## config.mk

```make
export PLATFORM = sky130hd
export DESIGN_NAME = ifm_feeder
export DESIGN_NICKNAME = d
export VERILOG_FILES = /design/src/rtl/feeder_pkg.sv /design/src/rtl/ifm_feeder_skew_line.sv /design/src/rtl/ifm_feeder.sv
export SDC_FILE = /design/constraint.sdc
export NUM_CORES = 1
export LEC_CHECK = 0
export BUFFER_PORTS_ARGS = -buffer_cell sky130_fd_sc_hd__clkbuf_2
export CAP_MARGIN = 20
export CORE_MARGIN = 2
export CORE_UTILIZATION = 58
export CTS_CLUSTER_SIZE = 25
export DETAILED_ROUTE_END_ITERATION = 7
export PLACE_DENSITY_LB_ADDON = 0.25
export SLEW_MARGIN = 10
export SYNTH_ARGS = -nofsm -noshare
export SYNTH_HDL_FRONTEND = slang
export SYNTH_SLANG_ARGS = --single-unit
```

## constraint.sdc

```tcl
create_clock -name clk -period 13 [get_ports clk]
set_input_delay 2.6 -clock clk [delete_from_list [all_inputs] [get_ports clk]]
set_output_delay 2.6 -clock clk [all_outputs]
set_load 0.01 [all_outputs]
```

## src/rtl/feeder_pkg.sv

```systemverilog
// Shared types and constants for the input-feature-map feeder.
package feeder_pkg;

    localparam int HEIGHT_DEF = 8;
    localparam int IWIDTH_DEF = 8;
    localparam int CNTW_DEF   = 16;

    // Feeder control states
    typedef enum logic [1:0] {
        ST_IDLE   = 2'd0,
        ST_STREAM = 2'd1,
        ST_DRAIN  = 2'd2,
        ST_DONE   = 2'd3
    } feeder_state_e;

    // One element travelling down a row's skew chain
    typedef struct packed {
        logic                         en;
        logic                         clr;
        logic signed [IWIDTH_DEF-1:0] data;
    } skew_entry_t;

    // Bubbles needed after the last accept so the deepest row empties
    function automatic int drain_len(input int height);
        return height - 1;
    endfunction

    localparam int DRAIN_LEN = HEIGHT_DEF - 1;

endpackage

```

## src/rtl/ifm_feeder_skew_line.sv

```systemverilog
// skew_line: fixed-depth delay chain carrying en, clr and data for one array row.
// The data stages load only when the entry arriving at them is valid, so the
// tail holds the last valid value during bubbles. With ZERO_TAIL set, the
// last stage loads zero for a bubble instead, so the output reads 0 whenever
// en_out is low.
module skew_line #(
    parameter int DEPTH     = 1,
    parameter int DW        = 8,
    parameter bit ZERO_TAIL = 1'b0
) (
    input  logic          clk,
    input  logic          rst,
    input  logic          en_in,
    input  logic          clr_in,
    input  logic [DW-1:0] data_in,
    output logic          en_out,
    output logic          clr_out,
    output logic [DW-1:0] data_out
);

    logic [DEPTH:0]             en_chain_s;
    logic [DEPTH:0]             clr_chain_s;
    logic [DEPTH:0][DW-1:0]     data_chain_s;
    logic [DEPTH-1:0]           en_q;
    logic [DEPTH-1:0]           en_d;
    logic [DEPTH-1:0]           clr_q;
    logic [DEPTH-1:0]           clr_d;
    logic [DEPTH-1:0][DW-1:0]   data_q;
    logic [DEPTH-1:0][DW-1:0]   data_d;

    // Index k of each chain vector is the input of stage k; index DEPTH is the tail
    assign en_chain_s   = {en_q, en_in};
    assign clr_chain_s  = {clr_q, clr_in};
    assign data_chain_s = {data_q, data_in};

    assign en_out   = en_chain_s[DEPTH];
    assign clr_out  = clr_chain_s[DEPTH];
    assign data_out = data_chain_s[DEPTH];

    // Next-stage values: control always shifts, data shifts only with a valid entry
    always_comb begin
        en_d   = en_chain_s[DEPTH-1:0];
        clr_d  = clr_chain_s[DEPTH-1:0];
        data_d = data_q;
        for (int k = 0; k < DEPTH; k++) begin
            if (en_chain_s[k]) begin
                data_d[k] = data_chain_s[k];
            end else if (ZERO_TAIL && (k == DEPTH - 1)) begin
                data_d[k] = {DW{1'b0}};
            end else begin
                data_d[k] = data_q[k];
            end
        end
    end

    // Chain registers; reset empties every in-flight entry at once
    always_ff @(posedge clk or posedge rst) begin
        if (rst) begin
            en_q   <= {DEPTH{1'b0}};
            clr_q  <= {DEPTH{1'b0}};
            data_q <= '0;
        end else begin
            en_q   <= en_d;
            clr_q  <= clr_d;
            data_q <= data_d;
        end
    end

endmodule

```

## src/rtl/ifm_feeder.sv

```systemverilog
// ifm_feeder: accepts activation columns, skews row h by h cycles toward the
// systolic array, counts a programmed tile length, drains the skew and pulses done.
// Optional build macro FEEDER_ZERO_GATE_EN: force ifm[h] to zero whenever en_i[h] is low.
module ifm_feeder
    import feeder_pkg::*;
#(
    parameter int HEIGHT = HEIGHT_DEF,
    parameter int IWIDTH = IWIDTH_DEF,
    parameter int CNTW   = CNTW_DEF
) (
    input  logic                                clk,
    input  logic                                rst,
    input  logic                                start,
    input  logic [CNTW-1:0]                     tile_len,
    output logic                                busy,
    output logic                                done,
    input  logic                                hold,
    input  logic                                in_valid,
    output logic                                in_ready,
    input  logic signed [HEIGHT-1:0][IWIDTH-1:0] in_data,
    output logic [HEIGHT-1:0]                   en_i,
    output logic [HEIGHT-1:0]                   clr_i,
    output logic signed [HEIGHT-1:0][IWIDTH-1:0] ifm
);

    localparam int DRAIN_N = drain_len(HEIGHT);
    localparam int DCW     = (HEIGHT > 2) ? $clog2(HEIGHT) : 1;

`ifdef FEEDER_ZERO_GATE_EN
    localparam bit ZERO_TAIL = 1'b1;
`else
    localparam bit ZERO_TAIL = 1'b0;
`endif

    feeder_state_e   state_q, state_d;
    logic [CNTW-1:0] cnt_q, cnt_d;
    logic [CNTW-1:0] len_q, len_d;
    logic [DCW-1:0]  drain_q, drain_d;
    logic            done_q, done_d;
    logic            busy_q, busy_d;
    logic            accept_s;
    logic            first_s;

    // A vector is taken only while streaming and not stalled by the controller
    assign in_ready = (state_q == ST_STREAM) && !hold;
    assign accept_s = in_ready && in_valid;
    assign first_s  = accept_s && (cnt_q == {CNTW{1'b0}});
    assign busy     = busy_q;
    assign done     = done_q;

    // Next state, vector counter, drain counter and registered status
    always_comb begin
        state_d = state_q;
        cnt_d   = cnt_q;
        len_d   = len_q;
        drain_d = drain_q;
        case (state_q)
            ST_IDLE: begin
                if (start) begin
                    if (tile_len != {CNTW{1'b0}}) begin
                        len_d   = tile_len;
                        cnt_d   = {CNTW{1'b0}};
                        state_d = ST_STREAM;
                    end else begin
                        state_d = ST_DONE;
                    end
                end else begin
                    state_d = ST_IDLE;
                end
            end
            ST_STREAM: begin
                if (accept_s) begin
                    cnt_d = cnt_q + {{(CNTW-1){1'b0}}, 1'b1};
                    if (cnt_q == len_q - {{(CNTW-1){1'b0}}, 1'b1}) begin
                        if (DRAIN_N == 0) begin
                            state_d = ST_DONE;
                        end else begin
                            state_d = ST_DRAIN;
                            drain_d = DCW'(DRAIN_N - 1);
                        end
                    end else begin
                        state_d = ST_STREAM;
                    end
                end else begin
                    state_d = ST_STREAM;
                end
            end
            ST_DRAIN: begin
                if (drain_q == {DCW{1'b0}}) begin
                    state_d = ST_DONE;
                end else begin
                    drain_d = drain_q - {{(DCW-1){1'b0}}, 1'b1};
                end
            end
            ST_DONE: begin
                state_d = ST_IDLE;
            end
            default: begin
                state_d = ST_IDLE;
            end
        endcase
        done_d = (state_d == ST_DONE);
        busy_d = (state_d != ST_IDLE);
    end

    // Control registers
    always_ff @(posedge clk or posedge rst) begin
        if (rst) begin
            state_q <= ST_IDLE;
            cnt_q   <= {CNTW{1'b0}};
            len_q   <= {CNTW{1'b0}};
            drain_q <= {DCW{1'b0}};
            done_q  <= 1'b0;
            busy_q  <= 1'b0;
        end else begin
            state_q <= state_d;
            cnt_q   <= cnt_d;
            len_q   <= len_d;
            drain_q <= drain_d;
            done_q  <= done_d;
            busy_q  <= busy_d;
        end
    end

    // Row h gets h+1 stages, so row h reaches the array h cycles after row 0
    for (genvar h = 0; h < HEIGHT; h++) begin : g_row
        skew_line #(
            .DEPTH     (h + 1),
            .DW        (IWIDTH),
            .ZERO_TAIL (ZERO_TAIL)
        ) u_skew (
            .clk      (clk),
            .rst      (rst),
            .en_in    (accept_s),
            .clr_in   (first_s),
            .data_in  (in_data[h]),
            .en_out   (en_i[h]),
            .clr_out  (clr_i[h]),
            .data_out (ifm[h])
        );
    end

endmodule

```

==> results by group, run 1 <==
Floorplanning
  – Die W: 160 um
  – Core Rows: 57
  – Core Area: 24100 um^2
  – Die H: 160 um
  – Initial Util: 58.4%
  – Ports: 168
  – Die ar.: 25500 um^2

Worst setup path
  – Worst path slowest cell: clkbuf_2
  – Crit path kind: in2out
  – Cells along the critical path: clkbuf_2 -> nor3_1 -> clkbuf_2
  – Crit path arrival time: around 3.0 ns
  – Req. time, crit path: 10.40 ns
  – Critical path endpoint category: output pin
  – Max stage delay on crit path: 0.16 ns
  – Critical Path Most Common Cell: clkbuf_2
  – Critical path peak fanout: 2
  – CP startpoint kind: input port

Layout
  – FILL cells: 1803
  – Layout area overhead: 12.6%
  – Proportion of layout cells with a drive suffix above 1: between 50% and 60%
  – Fin nets: about 1200
  – Final cell count without fillers: 1418

Synth
  – Seq/Total Area, Yosys: 61.0%
  – Cell count after synthesis: 966
  – Synth async-reset ratio: 100%
  – Most numerous cell in the Yosys netlist: dfrtp_1
  – Synth top cells by count: 343 x dfrtp_1, 297 x mux2_2, 72 x buf_4
  – EDFF count, synth: 0
  – Number of synthesis warnings: 0
  – Mapped Nets: 1056
  – Ranking of synthesized cells by area: dfrtp_1 61%, mux2_2 24%, buf_4 3.8%
  – Top cell type by total area after synthesis: dfrtp_1
  – Netlist cell types: 50
  – Post-Synthesis Cell Area: 14100 um^2
  – FF+latch count, synth: 343
  – Yosys top cell area share: 61.0%
  – Syn Area/Cell: around 15 um^2
  – Synth Flop Type: dfrtp_1

Route
  – DRC Markers: 0
  – Post-Route WL: 24300 um
  – Via count: 7607
  – Drt first pass iters: 4
  – Final ANT Viol Nets: 0
  – Via/cell ratio: 5.36
  – Starting DRC count in detailed routing: around 320
  – DR WL/cell: between 15 and 20 um

Timing
  – Slew margin rel.: 36.8%
  – Worst hold slack: 0.380 ns
  – Final period util: 42.8%
  – Clock skew: approximately 0.016 ns
  – Fmax: 180 MHz
  – Final worst slack: ~7.4 ns
  – Min Tclk post-route: 5.56 ns
  – Max-slew violation count: 0
  – RSZ-0062 raised after global routing: no
  – Final hold violation count: 0
  – Setup TNS: 0 ns
  – # setup viols final: 0
  – Slew @ Worst Pin: 0.949 ns

Clocking
  – CTS Hold Buffers Added: 0
  – TritonCTS buffer count: 35
  – Clk buf depth: 3
  – CTS root buf: clkbuf_16
  – Clock Latency Late Sink: 0.51 ns
  – CTS tree: done
  – CTS resizes: 0
  – Reg clk slew, reported paths: 0.06 ns
  – CTS sink cnt: 343
  – Setup Buffers After CTS: 0
  – H-tree Lvls: 2

Global route
  – Total track usage: around a fifth
  – Largest net degree at the start of global routing: 137
  – First-pass GRT wire length: 40900 um
  – Vias in the first global route: 8011
  – Total congestion overflow: 0
  – Initial antenna violation count: 3

Power
  – Leakage: 0.00713 uW
  – Power Dens Cells: 194 nW/um^2
  – Worst vdd ir: 105 uV

Placement
  – Final Wtd Congestion: about 0.84
  – Buffers on Ports: 167
  – Placed cell count: between 1000 and 1500
  – Detail Placement HPWL: roughly 15000 um
  – Pre-CTS WS: approximately 7.4 ns

Flow run
  – Max_cap viols: 0

Status
  – Outcome: finished, final reports clean

Min path
  – Worst hold path type: reg2reg
-- registers in the layout, indices dropped and copies added, names as in the netlist, 2 cells and up --
| register | count |
|---|---|
| drain_q | 3 |
| cnt_q | 16 |
| g_row.u_skew.en_q | 8 |
| state_q | 2 |
| g_row.u_skew.data_chain_s | 224 |
| g_row.u_skew.data_out | 64 |
| g_row.u_skew.clr_q | 8 |
| len_q | 16 |
-- critical path: cells and delay by family --
family	cells	cell delay, ns
buffers and inverters	2	0.25
and+or+nand+nor	1	0.12
-- cell families (layout without fill, tap and decap cells) --
family,Yosys count,in the layout,share of synthesized area [%]
flip-flops,343,343,61.0
multiplexers,299,299,23.9
adder cells (fa/ha/maj),5,5,0.444
buffers and inverters,128,254,5.58
other,0,2,0
XOR/XNOR,35,35,2.55
AO/OA/AOI/OAI,31,31,1.52
AND/OR/NAND/NOR,125,125,4.99
-- routing by layer --
metal	part of all wire [%]	global-route usage [%]	vias up
met5	0.053	0	-
met1	43	25.8	3930
met4	2.0	6.14	2
li1	-	-	3502
met3	4.4	4.26	35
met2	50	33.5	138
-- through the flow --
| step | power (uW) | util (%) | area, um^2 |
|---|---|---|---|
| 6_report | 3070 | 65.7 | 15800 |
| 5_1_grt | 3240 | 65.7 | 15800 |
| 4_1_cts | 3110 | 65.7 | 15800 |
| 3_5_place_dp | 2110 | 60.9 | 14700 |
| 3_3_place_gp | 2080 | 60.9 | 14700 |
| 2_1_floorplan | 2020 | - | 14100 |
-- path summary, 6_finish.rpt --
kind,startpoint,cells past startpoint,slack (ns),endpoint
setup / recovery,hold,3,7.44,in_ready
hold / removal,g_row[7].u_skew.clr_q[5],0,0.38,g_row[7].u_skew.clr_q[6]
setup reg to reg,state_q[0],4,10.01,g_row[0].u_skew.data_out[2]
hold reg to reg,g_row[7].u_skew.clr_q[5],0,0.38,g_row[7].u_skew.clr_q[6]
max in group asynchronous,rst,4,8.35,g_row[7].u_skew.en_q[2]
min in group asynchronous,rst,2,2.29,g_row[4].u_skew.data_chain_s[13]
-- area by class of cell --
| type | count | area [um^2] | area share [%] |
|---|---|---|---|
| flip-flops and latches | 343 | 8590 | 54.2 |
| multi-input cells | 495 | 4710 | 29.7 |
| clock buffers | 60 | 1130 | 7.14 |
| repair buffers | 178 | 918 | 5.80 |
| well taps | 324 | 405 | 2.56 |
| inverters | 13 | 56.3 | 0.355 |
| clock inverters | 3 | 30.0 | 0.190 |
| diodes | 2 | 5.00 | 0.0316 |
-- cells in the final DEF (no fill, tap or decap), types with 3 or more instances in the layout --
cell,netlist,layout
dfrtp_2,0,3
o21ai_0,10,10
xnor2_1,17,17
nand3_1,9,9
nor3b_1,5,4
or4_4,3,3
a31oi_1,3,3
mux2_2,297,297
nor4_1,10,10
nor2b_1,5,5
inv_1,13,12
xor2_1,11,11
clkbuf_16,0,36
and2_1,3,3
nand4_1,7,7
clkbuf_8,0,14
dfrtp_1,343,340
and3_1,4,4
clkbuf_1,25,10
nand2_1,23,23
xnor2_2,7,7
a21oi_1,7,7
ha_1,5,5
nor3_1,12,12
nor2_1,30,30
clkbuf_2,0,167
buf_4,72,11
-- power breakdown --
part / leakage (uW) / total, uW / switching [uW] / internal, uW
Combinational: 0.00244 / 531 / 208 / 323
Sequential: 0.00412 / 1550 / 176 / 1380
Clock: 0.000571 / 985 / 393 / 592
Note: power is estimated with default switching activity, not from simulation.
==> run 2: changes to the inputs <==
--- a/config.mk
+++ b/config.mk
@@ -8,7 +8,7 @@
 export BUFFER_PORTS_ARGS = -buffer_cell sky130_fd_sc_hd__clkbuf_2
 export CAP_MARGIN = 20
 export CORE_MARGIN = 2
-export CORE_UTILIZATION = 58
+export CORE_UTILIZATION = 52
 export CTS_CLUSTER_SIZE = 25
 export DETAILED_ROUTE_END_ITERATION = 7
 export PLACE_DENSITY_LB_ADDON = 0.25
==> constraint.sdc (replaced) <==
create_clock -name clk -period 4.57 [get_ports clk]
set_input_delay 0.914 -clock clk [delete_from_list [all_inputs] [get_ports clk]]
set_output_delay 0.914 -clock clk [all_outputs]
set_load 0.01 [all_outputs]
==> run 2 against run 1 <==
Effect of this change: clock skew fell by 0.0035 ns; core utilization fell by 6.0 points; worst setup slack got worse by 5.4 ns; largest cell class unchanged; via count hardly changed; flip-flop and latch count did not move; register-to-register slack lost 8.0 ns; clock-buffer cell count rose by 1; largest power group unchanged.
==> results by group, run 2 (synthesized netlist as in run 1, its figures left out) <==
Route
  – DRC Markers: 0 (unchanged)
  – DR WL/cell: 16.8 um (-2.0%)
  – Final ANT Viol Nets: 0 (unchanged)
  – Via/cell ratio: 5.27 (-1.7%)
  – Post-Route WL: 24300 um (-0.31%)
  – Via count: 7610 (+0.039%)
  – Starting DRC count in detailed routing: 347 (+8.8%)
  – Drt first pass iters: 4 (unchanged)

Timing
  – Clock skew: 0.0120 ns (-0.00350 ns)
  – Fmax: 387 MHz
  – Slew @ Worst Pin: 1.00 ns (+0.0561 ns)
  – Min Tclk post-route: approximately 2.6 ns
  – # setup viols final: 0 (unchanged)
  – Final hold violation count: 0 (unchanged)
  – Slew margin rel.: 33.0% (-3.7 points)
  – Setup TNS: 0 ns (unchanged)
  – Final period util: 56.5%
  – Max-slew violation count: 0 (unchanged)
  – RSZ-0062 raised after global routing: no

Layout
  – Layout area overhead: 13.7%
  – Max reg flops: 224 (unchanged)
  – Final Cell Area: 16000 um^2 (+1.0%)
  – Most common cell after layout, fill and taps aside: dfrtp_1
  – Fin nets: 1165 (+0.78%)
  – Most frequent cells in the layout: 340 x dfrtp_1, 297 x mux2_2, 167 x clkbuf_2
  – Final cell count without fillers: 1443 (+1.8%)
  – Proportion of layout cells with a drive suffix above 1: 50.5% (+0.088 points)

Floorplanning
  – Die H: 169 um (+5.5%)
  – Die ar.: 28400 um^2 (+11%)
  – Die W: 169 um (+5.5%)
  – Ports: 168 (unchanged)
  – Initial Util: 52.5% (-5.9 points)
  – Core Rows: 60 (+5.3%)
  – Core Area: 26800 um^2 (+11%)

Worst setup path
  – Crit path kind: reg2out
  – R2r setup slk: 2.03 ns (-7.98 ns)
  – Critical path endpoint category: output pin
  – Crit path arrival time: 1.67 ns (-1.29 ns)
  – Req. time, crit path: 3.66 ns (-6.74 ns)
  – R2R Path End: state_q[0]
  – CP startpoint kind: flip-flop
  – Cell count of the worst reg-to-reg path: 8 (+4)
  – R2R Path Start: len_q[0]
  – Critical path peak fanout: 11 (+9)

Clocking
  – CTS sink cnt: 343 (unchanged)
  – TritonCTS buffer count: 37 (+5.7%)
  – CTS Hold Buffers Added: 0 (unchanged)
  – Setup Buffers After CTS: 0 (unchanged)
  – Reg clk slew, reported paths: 0.06 ns (about the same)
  – CTS tree: done
  – H-tree Lvls: 2 (unchanged)
  – CTS root buf: clkbuf_16
  – CTS resizes: 0 (unchanged)
  – Clock Latency Late Sink: 0.51 ns (about the same)
  – Clk buf depth: 3 (unchanged)

Global route
  – Initial antenna violation count: 2 (-1)
  – Total congestion overflow: 0 (unchanged)
  – First-pass GRT wire length: 40800 um (-0.31%)
  – Vias in the first global route: 7786 (-2.8%)
  – Largest net degree at the start of global routing: 85 (-38%)
  – Total track usage: 17.7% (-2.1 points)

Placement
  – Placed inst area: 14800 um^2 (+0.73%)
  – Buffers on Ports: 167 (unchanged)
  – Detail Placement HPWL: 15600 um (+1.7%)
  – Placed cell count: 1376 (+1.7%)
  – Final Wtd Congestion: 0.789 (-6.3%)

Min path
  – Worst hold path type: in2async

Status
  – Outcome: finished, final reports clean

Power
  – Int Pwr: 6620 uW (+190%)
  – P_sw: 2210 uW (+180%)
  – Leakage: 0.00719 uW (+0.86%)
  – Sequential share of power: 50.0% (-0.6 points)
  – Combinational power share: 17.1% (-0.2 points)
  – Clock network power share: 32.8% (+0.7 points)
  – Power Dens Cells: 551 nW/um^2 (+180%)
  – Worst vdd ir: 322 uV (+210%)
  – Net Sw Frac: 25.0% (-0.28 points)

Flow run
  – Max_cap viols: 0 (unchanged)
## run 2: layout make-up
cell class | count | area (um^2)
diodes | 2 | 5.00
clock inverters | 3 | 47.5
flip-flops and latches | 343 | 8590
fillers | 2129 | 10800
well taps | 341 | 427
repair buffers | 185 | 1030
clock buffers | 61 | 1150
multi-input cells | 495 | 4710
inverters | 13 | 52.6
## run 2: how the worst max path moves through the flow
stage / start / end / slack (ns) / depth (start not counted)
after global placement: tile_len[10] / len_q[2] / 1.72 / 6
final: state_q[0] / in_ready / 1.99 / 3
after floorplan: rst / busy / -0.93 / 1
after CTS: state_q[0] / in_ready / 1.97 / 3
after global routing: len_q[0] / state_q[0] / 1.87 / 8
after detailed placement: hold / g_row[1].u_skew.data_chain_s[9] / 1.70 / 5
## run 2: metrics by stage
stage / power, uW / utilization, % / hold slack [ns] / worst slack (ns)
CTS: 8950 / 59.6 / 0.375 / 1.97
global route: 9340 / 59.7 / 0.326 / 1.87
global placement: 5920 / 55.1 / 0.354 / 1.72
finish: 8830 / 59.7 / 0.324 / 1.99
floorplan: 5740 / - / 0.355 / -0.933
detailed placement: 6010 / 55.2 / 0.361 / 1.70
## run 2: power by group through the flow
stage | Sequential [uW] | Combinational, uW | Clock [uW]
after floorplan | 4290 | 1450 | 0
after global placement | 4440 | 1470 | 0
after detailed placement | 4480 | 1530 | 0
after CTS | 4430 | 1540 | 2980
after global routing | 4550 | 1660 | 3130
final | 4420 | 1510 | 2900
## run 2: critical path: stages, from the launching register on
cell      delay [ns]
dfrtp_1         0.64
inv_1           0.17
nor3_1          0.19
clkbuf_2        0.16
## run 2: layer usage
metal	track usage, %	vias up	share of wire [%]	wire length [um]
li1	-	3530	-	-
met1	24.5	3911	46	11100
met2	28.7	134	48	11700
met3	3.48	35	4.4	1060
met4	5.10	0	1.7	423
met5	0	-	0	0
